`config.mk`:
```
export PLATFORM = sky130hd
export DESIGN_NAME = alu_multibyte_seq
export DESIGN_NICKNAME = d
export VERILOG_FILES = /design/src/rtl/alu_multibyte_seq.sv
export SDC_FILE = /design/constraint.sdc
export NUM_CORES = 1
export LEC_CHECK = 0
export BUFFER_PORTS_ARGS = -buffer_cell sky130_fd_sc_hd__buf_4
export CORE_ASPECT_RATIO = 0.6
export CORE_MARGIN = 2
export CORE_UTILIZATION = 25
export DETAILED_ROUTE_END_ITERATION = 7
export GPL_TIMING_DRIVEN = 1
export SLEW_MARGIN = 30
export SYNTH_ARGS = -nofsm -noshare
export SYNTH_HDL_FRONTEND = slang
export SYNTH_SLANG_ARGS = --single-unit
```
`constraint.sdc`:
```
create_clock -name clk -period 3.8 [get_ports clk]
set_input_delay 0.57 -clock clk [delete_from_list [all_inputs] [get_ports clk]]
set_output_delay 0.57 -clock clk [all_outputs]
set_load 0.1 [all_outputs]
```
`src/rtl/alu_multibyte_seq.sv`:
```
// alu_multibyte_seq: drives an external 8-bit ALU one byte per cycle, LSB first,
// to perform a single BYTES-wide ADD/ADC/SUB/SBC/AND/OR/XOR/pass operation.
// The carry/borrow of each byte is chained into the next. The sequencer also
// assembles the result word and computes a whole-word zero flag.
// Optional feature macro: ALU_SEQ_OVF_EN adds output ovf, the signed overflow
// of the whole operation. Without the macro the port and its logic are absent.
module alu_multibyte_seq #(
  parameter int BYTES = 4
) (
  input  logic                 clk,
  input  logic                 rst,
  input  logic                 start,
  output logic                 ready,
  input  logic [2:0]           op,
  input  logic [8*BYTES-1:0]   opA,
  input  logic [8*BYTES-1:0]   opB,
  input  logic                 cin,
  output logic [7:0]           aluA,
  output logic [7:0]           aluB,
  output logic                 aluCarryIn,
  output logic [2:0]           aluOp,
  input  logic [7:0]           aluResult,
  input  logic                 aluCarryOut,
  output logic [8*BYTES-1:0]   res,
  output logic                 cout,
  output logic                 zeroOut,
  output logic                 busy,
  output logic                 done
`ifdef ALU_SEQ_OVF_EN
  ,
  output logic                 ovf
`endif
);

  localparam int WIDTH = 8 * BYTES;
  localparam int IW    = (BYTES > 1) ? $clog2(BYTES) : 1;

  typedef enum logic [1:0] {
    S_IDLE = 2'd0,
    S_EXEC = 2'd1,
    S_DONE = 2'd2
  } state_t;

  state_t            r_state;
  logic [WIDTH-1:0]  r_a;         // operand A, shifted right one byte per EXEC cycle
  logic [WIDTH-1:0]  r_b;         // operand B, shifted right one byte per EXEC cycle
  logic [WIDTH-1:0]  r_res;
  logic [2:0]        r_op;
  logic              r_cin;
  logic              r_carry;     // carry/borrow chained between bytes
  logic              r_zacc;      // running "all bytes so far were zero"
  logic              r_cout;
  logic              r_zero;
  logic              r_busy;
  logic              r_done;
  logic [IW-1:0]     r_byte_idx;
`ifdef ALU_SEQ_OVF_EN
  logic              r_ovf;
`endif

  logic              w_exec;
  logic              w_arith;
  logic              w_first;
  logic              w_last;
  logic              w_byte_zero;
  logic              w_carry_next;

  assign w_exec       = (r_state == S_EXEC);
  assign w_arith      = ~r_op[2];
  assign w_first      = (r_byte_idx == '0);
  assign w_last       = (r_byte_idx == IW'(BYTES - 1));
  assign w_byte_zero  = (aluResult == 8'h00);
  // Logic ops never propagate a carry, whatever the ALU reports.
  assign w_carry_next = w_arith & aluCarryOut;

  // ALU drive: current low byte of the shift registers while executing, else all zero.
  // Bytes above 0 of an arithmetic op switch to the carry-consuming opcode (ADD->ADC, SUB->SBC).
  always_comb begin
    aluA       = 8'h00;
    aluB       = 8'h00;
    aluOp      = 3'b000;
    aluCarryIn = 1'b0;
    if (w_exec) begin
      aluA       = r_a[7:0];
      aluB       = r_b[7:0];
      aluOp      = (w_first || r_op[2]) ? r_op : {r_op[2:1], 1'b1};
      aluCarryIn = w_arith & (w_first ? r_cin : r_carry);
    end
  end

  // Control FSM plus datapath registers: accept, per-byte execute, one-cycle done.
  always_ff @(posedge clk) begin
    if (rst) begin
      r_state    <= S_IDLE;
      r_a        <= '0;
      r_b        <= '0;
      r_res      <= '0;
      r_op       <= 3'b000;
      r_cin      <= 1'b0;
      r_carry    <= 1'b0;
      r_zacc     <= 1'b0;
      r_cout     <= 1'b0;
      r_zero     <= 1'b0;
      r_busy     <= 1'b0;
      r_done     <= 1'b0;
      r_byte_idx <= '0;
`ifdef ALU_SEQ_OVF_EN
      r_ovf      <= 1'b0;
`endif
    end else begin
      case (r_state)
        S_IDLE: begin
          r_done <= 1'b0;
          if (start) begin
            r_a        <= opA;
            r_b        <= opB;
            r_op       <= op;
            r_cin      <= cin;
            r_res      <= '0;
            r_cout     <= 1'b0;
            r_zero     <= 1'b0;
            r_carry    <= 1'b0;
            r_zacc     <= 1'b1;
            r_byte_idx <= '0;
            r_busy     <= 1'b1;
`ifdef ALU_SEQ_OVF_EN
            r_ovf      <= 1'b0;
`endif
            r_state    <= S_EXEC;
          end
        end
        S_EXEC: begin
          r_res[8*r_byte_idx +: 8] <= aluResult;
          r_carry    <= w_carry_next;
          r_zacc     <= r_zacc & w_byte_zero;
          r_a        <= {8'h00, r_a[WIDTH-1:8]};
          r_b        <= {8'h00, r_b[WIDTH-1:8]};
          r_byte_idx <= r_byte_idx + 1'b1;
          if (w_last) begin
            r_cout  <= w_carry_next;
            r_zero  <= r_zacc & w_byte_zero;
`ifdef ALU_SEQ_OVF_EN
            // Top byte MSBs: a7/b7 from the shift registers, r7 from the ALU.
            if (!w_arith)
              r_ovf <= 1'b0;
            else if (!r_op[1])
              r_ovf <= (r_a[7] == r_b[7]) && (aluResult[7] != r_a[7]);
            else
              r_ovf <= (r_a[7] != r_b[7]) && (aluResult[7] != r_a[7]);
`endif
            r_done  <= 1'b1;
            r_state <= S_DONE;
          end
        end
        S_DONE: begin
          r_done  <= 1'b0;
          r_busy  <= 1'b0;
          r_state <= S_IDLE;
        end
        default: begin
          r_done  <= 1'b0;
          r_busy  <= 1'b0;
          r_state <= S_IDLE;
        end
      endcase
    end
  end

  assign ready   = (r_state == S_IDLE) && !rst;
  assign res     = r_res;
  assign cout    = r_cout;
  assign zeroOut = r_zero;
  assign busy    = r_busy;
  assign done    = r_done;
`ifdef ALU_SEQ_OVF_EN
  assign ovf     = r_ovf;
`endif

endmodule

```
==> key figures, run 1 <==
Synthesis
  – Syn Area/Cell: 9.090 um2
  – Mapped Cells: 528
  – Sequential element share of the synthesized area: 45.88%
  – Share of flip-flops with an asynchronous set or reset: 0%
  – Seq cells post-synth: 110
  – Predominant post-synthesis flop cell: dfxtp_1
  – Yosys warnings: 0
  – Number of distinct library cells after synthesis: 39
  – EDFF count, synth: 0
  – Synthesized cell area: 4800 um2
  – Syn nets: 613

STA
  – Worst Setup Slack, final: 1.279 ns
  – Fmax: 396.6 MHz
  – Slew Limit Fails: 0
  – Max transition margin: 42.13%
  – Worst-Margin Slew: 0.8681 ns
  – Final period util: 66.35%
  – Unrepaired setup endpoints after global routing: false
  – Post-Route Setup TNS: 0 ns
  – Minimum clock period: 2.521 ns
  – Worst Clk Skew: 0.007704 ns
  – Endpoints failing hold: 0
  – Setup violators final: 0
  – Hold Slack: 0.4285 ns

Critical path
  – Crit-path max FO: 7
  – Arrival time worst endpoint: 1.95 ns
  – Required @ worst endpoint: 3.23 ns
  – Launch point of the worst reg-to-reg path: r_byte_idx[0]$_SDFFE_PP0P_
  – CP Class: reg -> out
  – R2R setup slack: 1.57 ns
  – Setup crit start kind: flip-flop
  – Setup crit start: r_byte_idx[0]$_SDFFE_PP0P_
  – Critical Path Sink Type: output port

Cells and area
  – Share of cells above drive strength 1: 26.37%
  – Area occupied by registers: 2206 um2
  – Syn-to-layout area delta: 30.94%
  – Multi-input logic area: 2173 um2
  – Final Non-Filler Cells: 887
  – FILL cells: 1,998
  – Commonest cells after routing, fill and taps aside: 140 x buf_4, 109 x dfxtp_1, 88 x a22o_1, 72 x nor2_1, 58 x inv_1
  – N_diodes: 0
  – Post-layout net count: 721
  – Leading cell type in the layout, fill and taps excluded: buf_4

Clock tree
  – Post-CTS Resized: 0
  – Worst-Skew Late Latency: 0.35 ns
  – CTS tree: yes
  – H-tree depth: 3
  – CTS hold repair buffers: 0
  – CTS clk-pin slew, worst paths: 0.08 ns
  – Root buf cell: clkbuf_16
  – Clock sinks: 110
  – Clk buf depth: 2
  – Total CTS buffers: 9
  – Setup Buffers After CTS: 0

Power
  – Post-layout power: 2.924 mW
  – Worst vdd ir: 0.0002183 V
  – Power Dens Cells: 465.2 nW/um2
  – Leakage: 2.686 nW

Drt
  – Initial DRC Count: 287
  – Routed wire length: 13,990 um
  – Pre-antenna DRT Iters: 4
  – Drt drc: 0
  – Antenna-violating nets left: 0
  – Via Count: 4,042
  – DR vias/cell: 4.557
  – Routed len/inst: 15.77 um

Placement
  – Worst slack at placement: 1.434 ns
  – Placed cells: 870
  – Placed wire-length estimate: 10,020 um
  – Placer Congestion: 0.7265
  – Port Buffer Count: 136

Floorplanning
  – Die width: 182.9 um
  – Core Area: 18,930 um2
  – Die height: 111.3 um
  – Die area: 20,360 um2
  – Site row count: 39
  – Initial Util: 25.35%
  – I/O pins: 137

Global route
  – Vias in the first global route: 3,864
  – Antenna violations before repair: 0
  – First-pass GRT wire length: 21,690 um
  – Largest net degree at the start of global routing: 78
  – Total GRT Usage: 13.76%
  – Remaining Overflow, GRT: 0

Hold path
  – Worst Hold Class: in -> reg
  – Hold_sp: opB[30]

Status
  – Run status: completed

Flow run
  – Maxcap violations: 0
## cell type report
| cell class | instances | share of cell area [%] |
|---|---|---|
| Sequential cell | 110 | 35.10 |
| Inverter | 58 | 3.464 |
| Clock buffer | 11 | 4.041 |
| Timing Repair Buffer | 140 | 16.72 |
| Clock inverter | 5 | 1.195 |
| Tap cell | 246 | 4.897 |
| Multi-Input combinational cell | 317 | 34.58 |
## per-stage QoR
| stage | instance area, um2 | utilization (%) |
|---|---|---|
| final | 6285 | 33.19 |
| after global routing | 6285 | 33.19 |
| after CTS | 6275 | 33.14 |
| after detailed placement | 5946 | 31.40 |
| after global placement | 5946 | 31.40 |
| after floorplan | 4800 | - |
## report_power, final
group          internal, mW  switching, mW
clock                 0.566          0.460
sequential             1.23         0.0552
combinational         0.228          0.382
total                  2.03          0.896
## layer usage
layer | GRT usage [%] | wire, um | vias up
met1 | 20.56 | 7423 | 1880
met3 | 4.369 | 848 | 10
met4 | 3.200 | 118 | 0
met5 | 0 | 0 | -
li1 | - | - | 2063
met2 | 18.99 | 5596 | 89
## cells by family after synthesis
group                      after synthesis  synth area share (%)
and+or+nand+nor                        146                 15.38
buffers and inverters                  101                 8.889
AOI/OAI and AO/OA                      157                 26.59
adders and majority gates                5                 1.303
muxes                                    9                 1.955
DFF                                    110                 45.88
## registers in the layout, indices dropped and copies added, names as in the netlist
name,flops
busy,1
cout,1
done,1
r_a,32
r_b,32
r_byte_idx,2
r_carry,1
r_cin,1
r_op,3
r_state,2
r_zacc,1
res,32
zeroOut,1
## worst max-delay path, stage by stage, from the launching register on
cell,delay [ns]
dfxtp_1,0.52
inv_1,0.18
ha_1,0.30
mux2i_1,0.14
nor3_1,0.13
buf_4,0.32
## worst paths after layout
kind	end	cells past startpoint
worst max-delay path	aluCarryIn	5
worst min-delay path	r_b[30]$_SDFFE_PP0P_	2
worst max register to register	res[5]$_SDFFE_PP0P_	5
worst min register to register	r_a[7]$_SDFFE_PP0P_	1
## cells in the mapped netlist (5+ instances only)
| library cell | number | area (um2) |
|---|---|---|
| nor2_1 | 73 | 274.0 |
| a21oi_1 | 5 | 25.02 |
| nor2b_1 | 9 | 56.30 |
| and2_1 | 18 | 112.6 |
| nand2_1 | 28 | 105.1 |
| a22o_1 | 88 | 770.7 |
| inv_1 | 58 | 217.7 |
| a221oi_1 | 14 | 122.6 |
| ha_1 | 5 | 62.56 |
| dfxtp_1 | 110 | 2202 |
| o32ai_1 | 9 | 78.83 |
| o21ai_0 | 14 | 70.07 |
| buf_2 | 17 | 85.08 |
| clkbuf_1 | 19 | 71.32 |
| mux2i_1 | 6 | 60.06 |
| a211oi_1 | 23 | 172.7 |
(Power assumes the default switching activity.)
==> inputs of run 2 (changes only) <==
==> constraint.sdc (replaced) <==
create_clock -name clk -period 2.2 [get_ports clk]
set_input_delay 0.33 -clock clk [delete_from_list [all_inputs] [get_ports clk]]
set_output_delay 0.33 -clock clk [all_outputs]
set_load 0.1 [all_outputs]
==> run 2 against run 1 <==
  * Critical path type unchanged
  * Clock skew rose by 0.0046 ns
  * Sequential share of layout area down 0.56 points
  * Die area stayed put
  * Global-route usage about the same
  * Clock power increased by 62%
  * Sequential power increased by 71%
  * Flip-flop and latch count did not move
  * Core utilization rose by 0.54 points
  * Cell count grew 1.6%
  * Cell area rose by 1.6%
==> key figures, run 2 (synthesized netlist as in run 1, its figures left out) <==
Status
  – Run status: completed

Critical path
  – Slowest cell on crit path: dfxtp_4
  – Crit-path max cell delay: 0.50 ns (-0.02 ns)
  – Critical Path Sink Type: output port
  – Launch point of the worst reg-to-reg path: r_byte_idx[1]$_SDFFE_PP0P_
  – Setup crit start kind: flip-flop
  – CP Class: reg -> out
  – Arrival time worst endpoint: 1.74 ns (-0.21 ns)
  – Crit-path cells: nor2b_2 > buf_4 > and2_1 > buf_4
  – CP most frequent cell: buf_4
  – Required @ worst endpoint: 1.87 ns (-1.36 ns)
  – Setup crit start: r_state[0]$_SDFFE_PP0P_
  – Crit-path max FO: 15 (+8)

Drt
  – Pre-antenna DRT Iters: 4 (unchanged)
  – Antenna-violating nets left: 0 (unchanged)
  – Drt drc: 0 (unchanged)
  – Initial DRC Count: 225 (-22%)
  – Routed wire length: 13,950 um (-0.24%)
  – DR vias/cell: 4.565 (+0.18%)
  – Routed len/inst: 15.49 um (-1.8%)
  – Via Count: 4,113 (+1.8%)

Power
  – Leakage: 2.751 nW (+2.4%)
  – Power Dens Cells: 779.8 nW/um2 (+68%)
  – Post-layout power: 4.980 mW (+70%)
  – Worst vdd ir: 0.0003802 V (+74%)

Placement
  – Placer Congestion: 0.7578 (+4.3%)
  – Port Buffer Count: 136 (unchanged)
  – Area after DPL: 6080 um2 (+2.3%)
  – Placed wire-length estimate: 10,220 um (+1.9%)

Global route
  – Antenna violations before repair: 0 (unchanged)
  – First-pass GRT wire length: 21,870 um (+0.80%)
  – Remaining Overflow, GRT: 0 (unchanged)
  – Largest net degree at the start of global routing: 55 (-29%)
  – Total GRT Usage: 13.73% (-0.029 points)
  – Vias in the first global route: 3,914 (+1.3%)

Floorplanning
  – Die width: 182.9 um (unchanged)
  – I/O pins: 137 (unchanged)
  – Core Area: 18,930 um2 (unchanged)
  – Die area: 20,360 um2 (unchanged)
  – Die height: 111.3 um (unchanged)
  – Initial Util: 25.35% (unchanged)
  – Site row count: 39 (unchanged)

Clock tree
  – CTS clk-pin slew, worst paths: 0.09 ns (about the same)
  – CTS tree: yes
  – H-tree depth: 3 (unchanged)
  – Total CTS buffers: 9 (unchanged)
  – Clock sinks: 110 (unchanged)
  – Worst-Skew Late Latency: 0.36 ns (about the same)
  – Clk buf depth: 2 (unchanged)
  – Root buf cell: clkbuf_16

STA
  – Worst-Margin Slew: 0.7103 ns (-0.1578 ns)
  – Post-Route Setup TNS: 0 ns (unchanged)
  – Max transition margin: 52.59% (+10 points)
  – Slew Limit Fails: 0 (unchanged)
  – Hold Slack: 0.1822 ns (-0.2463 ns)
  – Minimum clock period: 2.070 ns
  – Final period util: 94.10%
  – Setup violators final: 0 (unchanged)
  – Fmax: 483.1 MHz
  – Unrepaired setup endpoints after global routing: false
  – Worst Clk Skew: 0.01228 ns (+0.004579 ns)
  – Endpoints failing hold: 0 (unchanged)

Cells and area
  – N_diodes: 0 (unchanged)
  – Post-layout util: 33.73% (+0.54 points)
  – Post-layout net count: 735 (+1.9%)
  – Leading cell type in the layout, fill and taps excluded: buf_4
  – Commonest cells after routing, fill and taps aside: 154 x buf_4, 109 x dfxtp_1, 88 x a22o_1, 71 x nor2_1, 58 x inv_1
  – Share of cells above drive strength 1: 28.70% (+2.3 points)
  – Syn-to-layout area delta: 33.06%
  – Final instance area: 6386 um2 (+1.6%)

Hold path
  – Worst Hold Class: in -> reg
  – Hold_sp: opA[24]

Flow run
  – Maxcap violations: 0 (unchanged)
## run 2: stage by stage
stage / worst slack [ns] / cells
2_1_floorplan: -0.2694 / 528
3_3_place_gp: 0.4350 / 885
3_5_place_dp: 0.3668 / 885
4_1_cts: 0.05989 / 901
5_1_grt: 0.02409 / 901
6_report: 0.1299 / 901
## run 2: what timing repair did
| item | CTS | global route |
|---|---|---|
| setup endpoints to repair | 0 | 12 |
| resized for setup | 0 | 1 |
| hold endpoints to repair | 0 | 0 |
| hold buffers | 0 | 0 |
| setup buffers | 0 | 0 |
## run 2: cell type report
cell class	instances	area [um2]
clock buffer	9	225.2
clock inverter	7	78.83
fill	1964	12550
inverter	58	217.7
multi-input combinational	317	2195
sequential	110	2206
tap	246	307.8
timing repair buffer	154	1156
## run 2: critical path, delay by kind of cell, from the launching register on
family                 cells  cell delay, ns
buffers and inverters      2            0.47
DFF                        1            0.50
and+or+nand+nor            2            0.41
## run 2: per-layer routing
layer  share of wire, %  GRT usage [%]  routed length (um)
met1                 54          21.58                7579
met3                6.0          3.679                 844
met2                 39          18.38                5422
met4               0.77          2.720                 107
met5                  0              0                   0
## run 2: final timing paths
check / end / slack (ns) / cells after the start
max: aluA[2] / 0.13 / 4
max reg2reg: res[17]$_SDFFE_PP0P_ / 0.35 / 5
min reg2reg: busy$_SDFFE_PP0P_ / 0.45 / 2
min: r_a[24]$_SDFFE_PP0P_ / 0.18 / 2
## run 2: report_power, final
| part | internal [mW] | leakage [nW] | switching, mW |
|---|---|---|---|
| clock network | 0.819 | 0.150 | 0.854 |
| registers | 2.13 | 0.902 | 0.0808 |
| logic | 0.419 | 1.70 | 0.678 |
| total | 3.37 | 2.75 | 1.61 |
==> inputs of run 3 (changes only) <==
--- a/config.mk
+++ b/config.mk
@@ -7,7 +7,7 @@
 export LEC_CHECK = 0
 export BUFFER_PORTS_ARGS = -buffer_cell sky130_fd_sc_hd__buf_4
 export CORE_ASPECT_RATIO = 0.6
-export CORE_MARGIN = 2
+export CORE_MARGIN = 5
 export CORE_UTILIZATION = 25
 export DETAILED_ROUTE_END_ITERATION = 7
 export GPL_TIMING_DRIVEN = 1
==> constraint.sdc (replaced) <==
create_clock -name clk -period 2.2 [get_ports clk]
set_input_delay 0.33 -clock clk [delete_from_list [all_inputs] [get_ports clk]]
set_output_delay 0.33 -clock clk [all_outputs]
set_load 0.01 [all_outputs]
==> run 3 against run 2 <==
  * Worst setup slack better by 0.11 ns
  * Global-route usage down 0.60 points
  * Sequential power about the same
  * Clock-buffer cell count unchanged
  * Core utilization about the same
  * Clock power up 3%
  * Register-to-register slack worse by 0.03 ns
  * Routed wire length up 3.7%
  * Cell area about the same
  * Clock skew down 0.0053 ns
  * Fmax up 5.4%
==> key figures, run 3 (synthesized netlist as in run 1, its figures left out) <==
Status
  – Run status: completed

Floorplanning
  – Die area: 22,160 um2 (+8.8%)
  – Die height: 117.3 um (+5.4%)
  – Site row count: 39 (unchanged)
  – I/O pins: 137 (unchanged)
  – Core Area: 18,930 um2 (unchanged)
  – Die width: 188.9 um (+3.3%)
  – Initial Util: 25.35% (unchanged)

STA
  – Hold Slack: 0.1895 ns (+0.007292 ns)
  – Post-Route Setup TNS: 0 ns (unchanged)
  – Worst-Margin Slew: 0.7634 ns (+0.05311 ns)
  – Worst Clk Skew: 0.007033 ns (-0.005250 ns)
  – Slew Limit Fails: 0 (unchanged)
  – Minimum clock period: 1.964 ns (-0.1060 ns)
  – Max transition margin: 49.10% (-3.5 points)
  – Final period util: 89.28% (-4.8 points)
  – Endpoints failing hold: 0 (unchanged)
  – Unrepaired setup endpoints after global routing: false
  – Fmax: 509.1 MHz (+5.4%)
  – Setup violators final: 0 (unchanged)

Critical path
  – Arrival time worst endpoint: 1.63 ns (-0.11 ns)
  – Crit-path max FO: 28 (+13)
  – Critical Path Sink Type: output port
  – Setup crit start kind: flip-flop
  – CP Class: reg -> out
  – Required @ worst endpoint: 1.87 ns (about the same)

Flow run
  – Maxcap violations: 0 (unchanged)

Placement
  – Area after DPL: 6071 um2 (-0.14%)
  – Placer Congestion: 0.7650 (+0.95%)
  – Placed wire-length estimate: 10,710 um (+4.9%)
  – Port Buffer Count: 136 (unchanged)

Drt
  – Antenna-violating nets left: 0 (unchanged)
  – Via Count: 4,074 (-0.95%)
  – DR vias/cell: 4.522 (-0.95%)
  – Drt drc: 0 (unchanged)
  – Routed len/inst: 16.05 um (+3.7%)
  – Initial DRC Count: 239 (+6.2%)
  – Pre-antenna DRT Iters: 4 (unchanged)
  – Routed wire length: 14,460 um (+3.7%)

Cells and area
  – Multi-input logic area: 2171 um2 (-1.1%)
  – FILL cells: 1,992 (+1.4%)
  – Syn-to-layout area delta: 33.08% (about the same)
  – Post-layout net count: 735 (unchanged)
  – Commonest cells after routing, fill and taps aside: 153 x buf_4, 109 x dfxtp_1, 88 x a22o_1, 73 x nor2_1, 58 x inv_1
  – Share of cells above drive strength 1: 27.94% (-0.76 points)
  – Area occupied by registers: 2206 um2 (unchanged)
  – Leading cell type in the layout, fill and taps excluded: buf_4
  – N_diodes: 0 (unchanged)
  – Final instance area: 6387 um2 (about the same)

Global route
  – Vias in the first global route: 4,119 (+5.2%)
  – First-pass GRT wire length: 23,130 um (+5.8%)
  – Antenna violations before repair: 0 (unchanged)
  – Remaining Overflow, GRT: 0 (unchanged)
  – Total GRT Usage: 13.13% (-0.60 points)
  – Largest net degree at the start of global routing: 61 (+11%)

Clock tree
  – Total CTS buffers: 9 (unchanged)
  – Root buf cell: clkbuf_16
  – Post-CTS Resized: 0 (unchanged)
  – Clk buf depth: 2 (unchanged)
  – H-tree depth: 3 (unchanged)
  – Clock sinks: 110 (unchanged)
  – Worst-Skew Late Latency: 0.35 ns (about the same)
  – CTS hold repair buffers: 0 (unchanged)
  – Setup Buffers After CTS: 0 (unchanged)
  – CTS clk-pin slew, worst paths: 0.08 ns (about the same)
  – CTS tree: yes

Power
  – Worst vdd ir: 0.0003476 V (-8.6%)
  – Post-layout power: 4.785 mW (-3.9%)
  – Power Dens Cells: 749.1 nW/um2 (-3.9%)
  – Leakage: 2.751 nW (about the same)

Hold path
  – Worst Hold Class: in -> reg
==> run 3: cell count changes in the layout (fill, tap and decap cells not counted), sizes merged <==
cell,change
bufinv,+1
clkinvlp,+1
inv,-3
clkinv,+1
==> run 3: area by class of cell <==
class	count	area share, %
Clock buffer	9	3.526
Clock inverter	7	1.430
Inverter	58	3.408
Multi-Input combinational cell	317	33.99
Sequential cell	110	34.53
Tap cell	246	4.819
Timing Repair Buffer	154	18.30
==> run 3: worst max-delay path, stage by stage (launching register included) <==
cell and delay (ns):
dfxtp_4 0.58, nor2b_1 0.22, buf_4 0.19, and2_1 0.16
buf_4 0.12
==> run 3: path summary, 6_finish.rpt <==
path / from / end / slack [ns] / cells after the start
hold reg to reg: r_b[16]$_SDFFE_PP0P_ / r_b[16]$_SDFFE_PP0P_ / 0.48 / 2
hold / removal: opA[28] / r_a[28]$_SDFFE_PP0P_ / 0.19 / 2
setup / recovery: r_state[0]$_SDFFE_PP0P_ / aluA[4] / 0.24 / 4
setup reg to reg: r_state[0]$_SDFFE_PP0P_ / res[11]$_SDFFE_PP0P_ / 0.32 / 3
==> run 3: power by group <==
group	switching [mW]	internal (mW)
Sequential	0.0856	2.13
Combinational	0.436	0.418
Clock	0.807	0.910
Total	1.33	3.46
==> run 3: metal layers <==
metal  global-route usage, %  up-vias  part of all wire [%]
met5                       0        -                     0
met4                   2.912        0                  0.74
met3                   3.741       12                   4.5
met2                   18.67       80                    41
met1                   19.57     1888                    54
li1                        -     2094                     -
==> run 3: per-stage QoR <==
step	worst slack, ns	cells	utilization (%)
finish	0.2359	901	33.74
global route	0.08046	901	33.74
CTS	0.2001	901	33.74
detailed placement	0.3646	885	32.06
global placement	0.3850	884	32.02
floorplan	0.3943	528	-
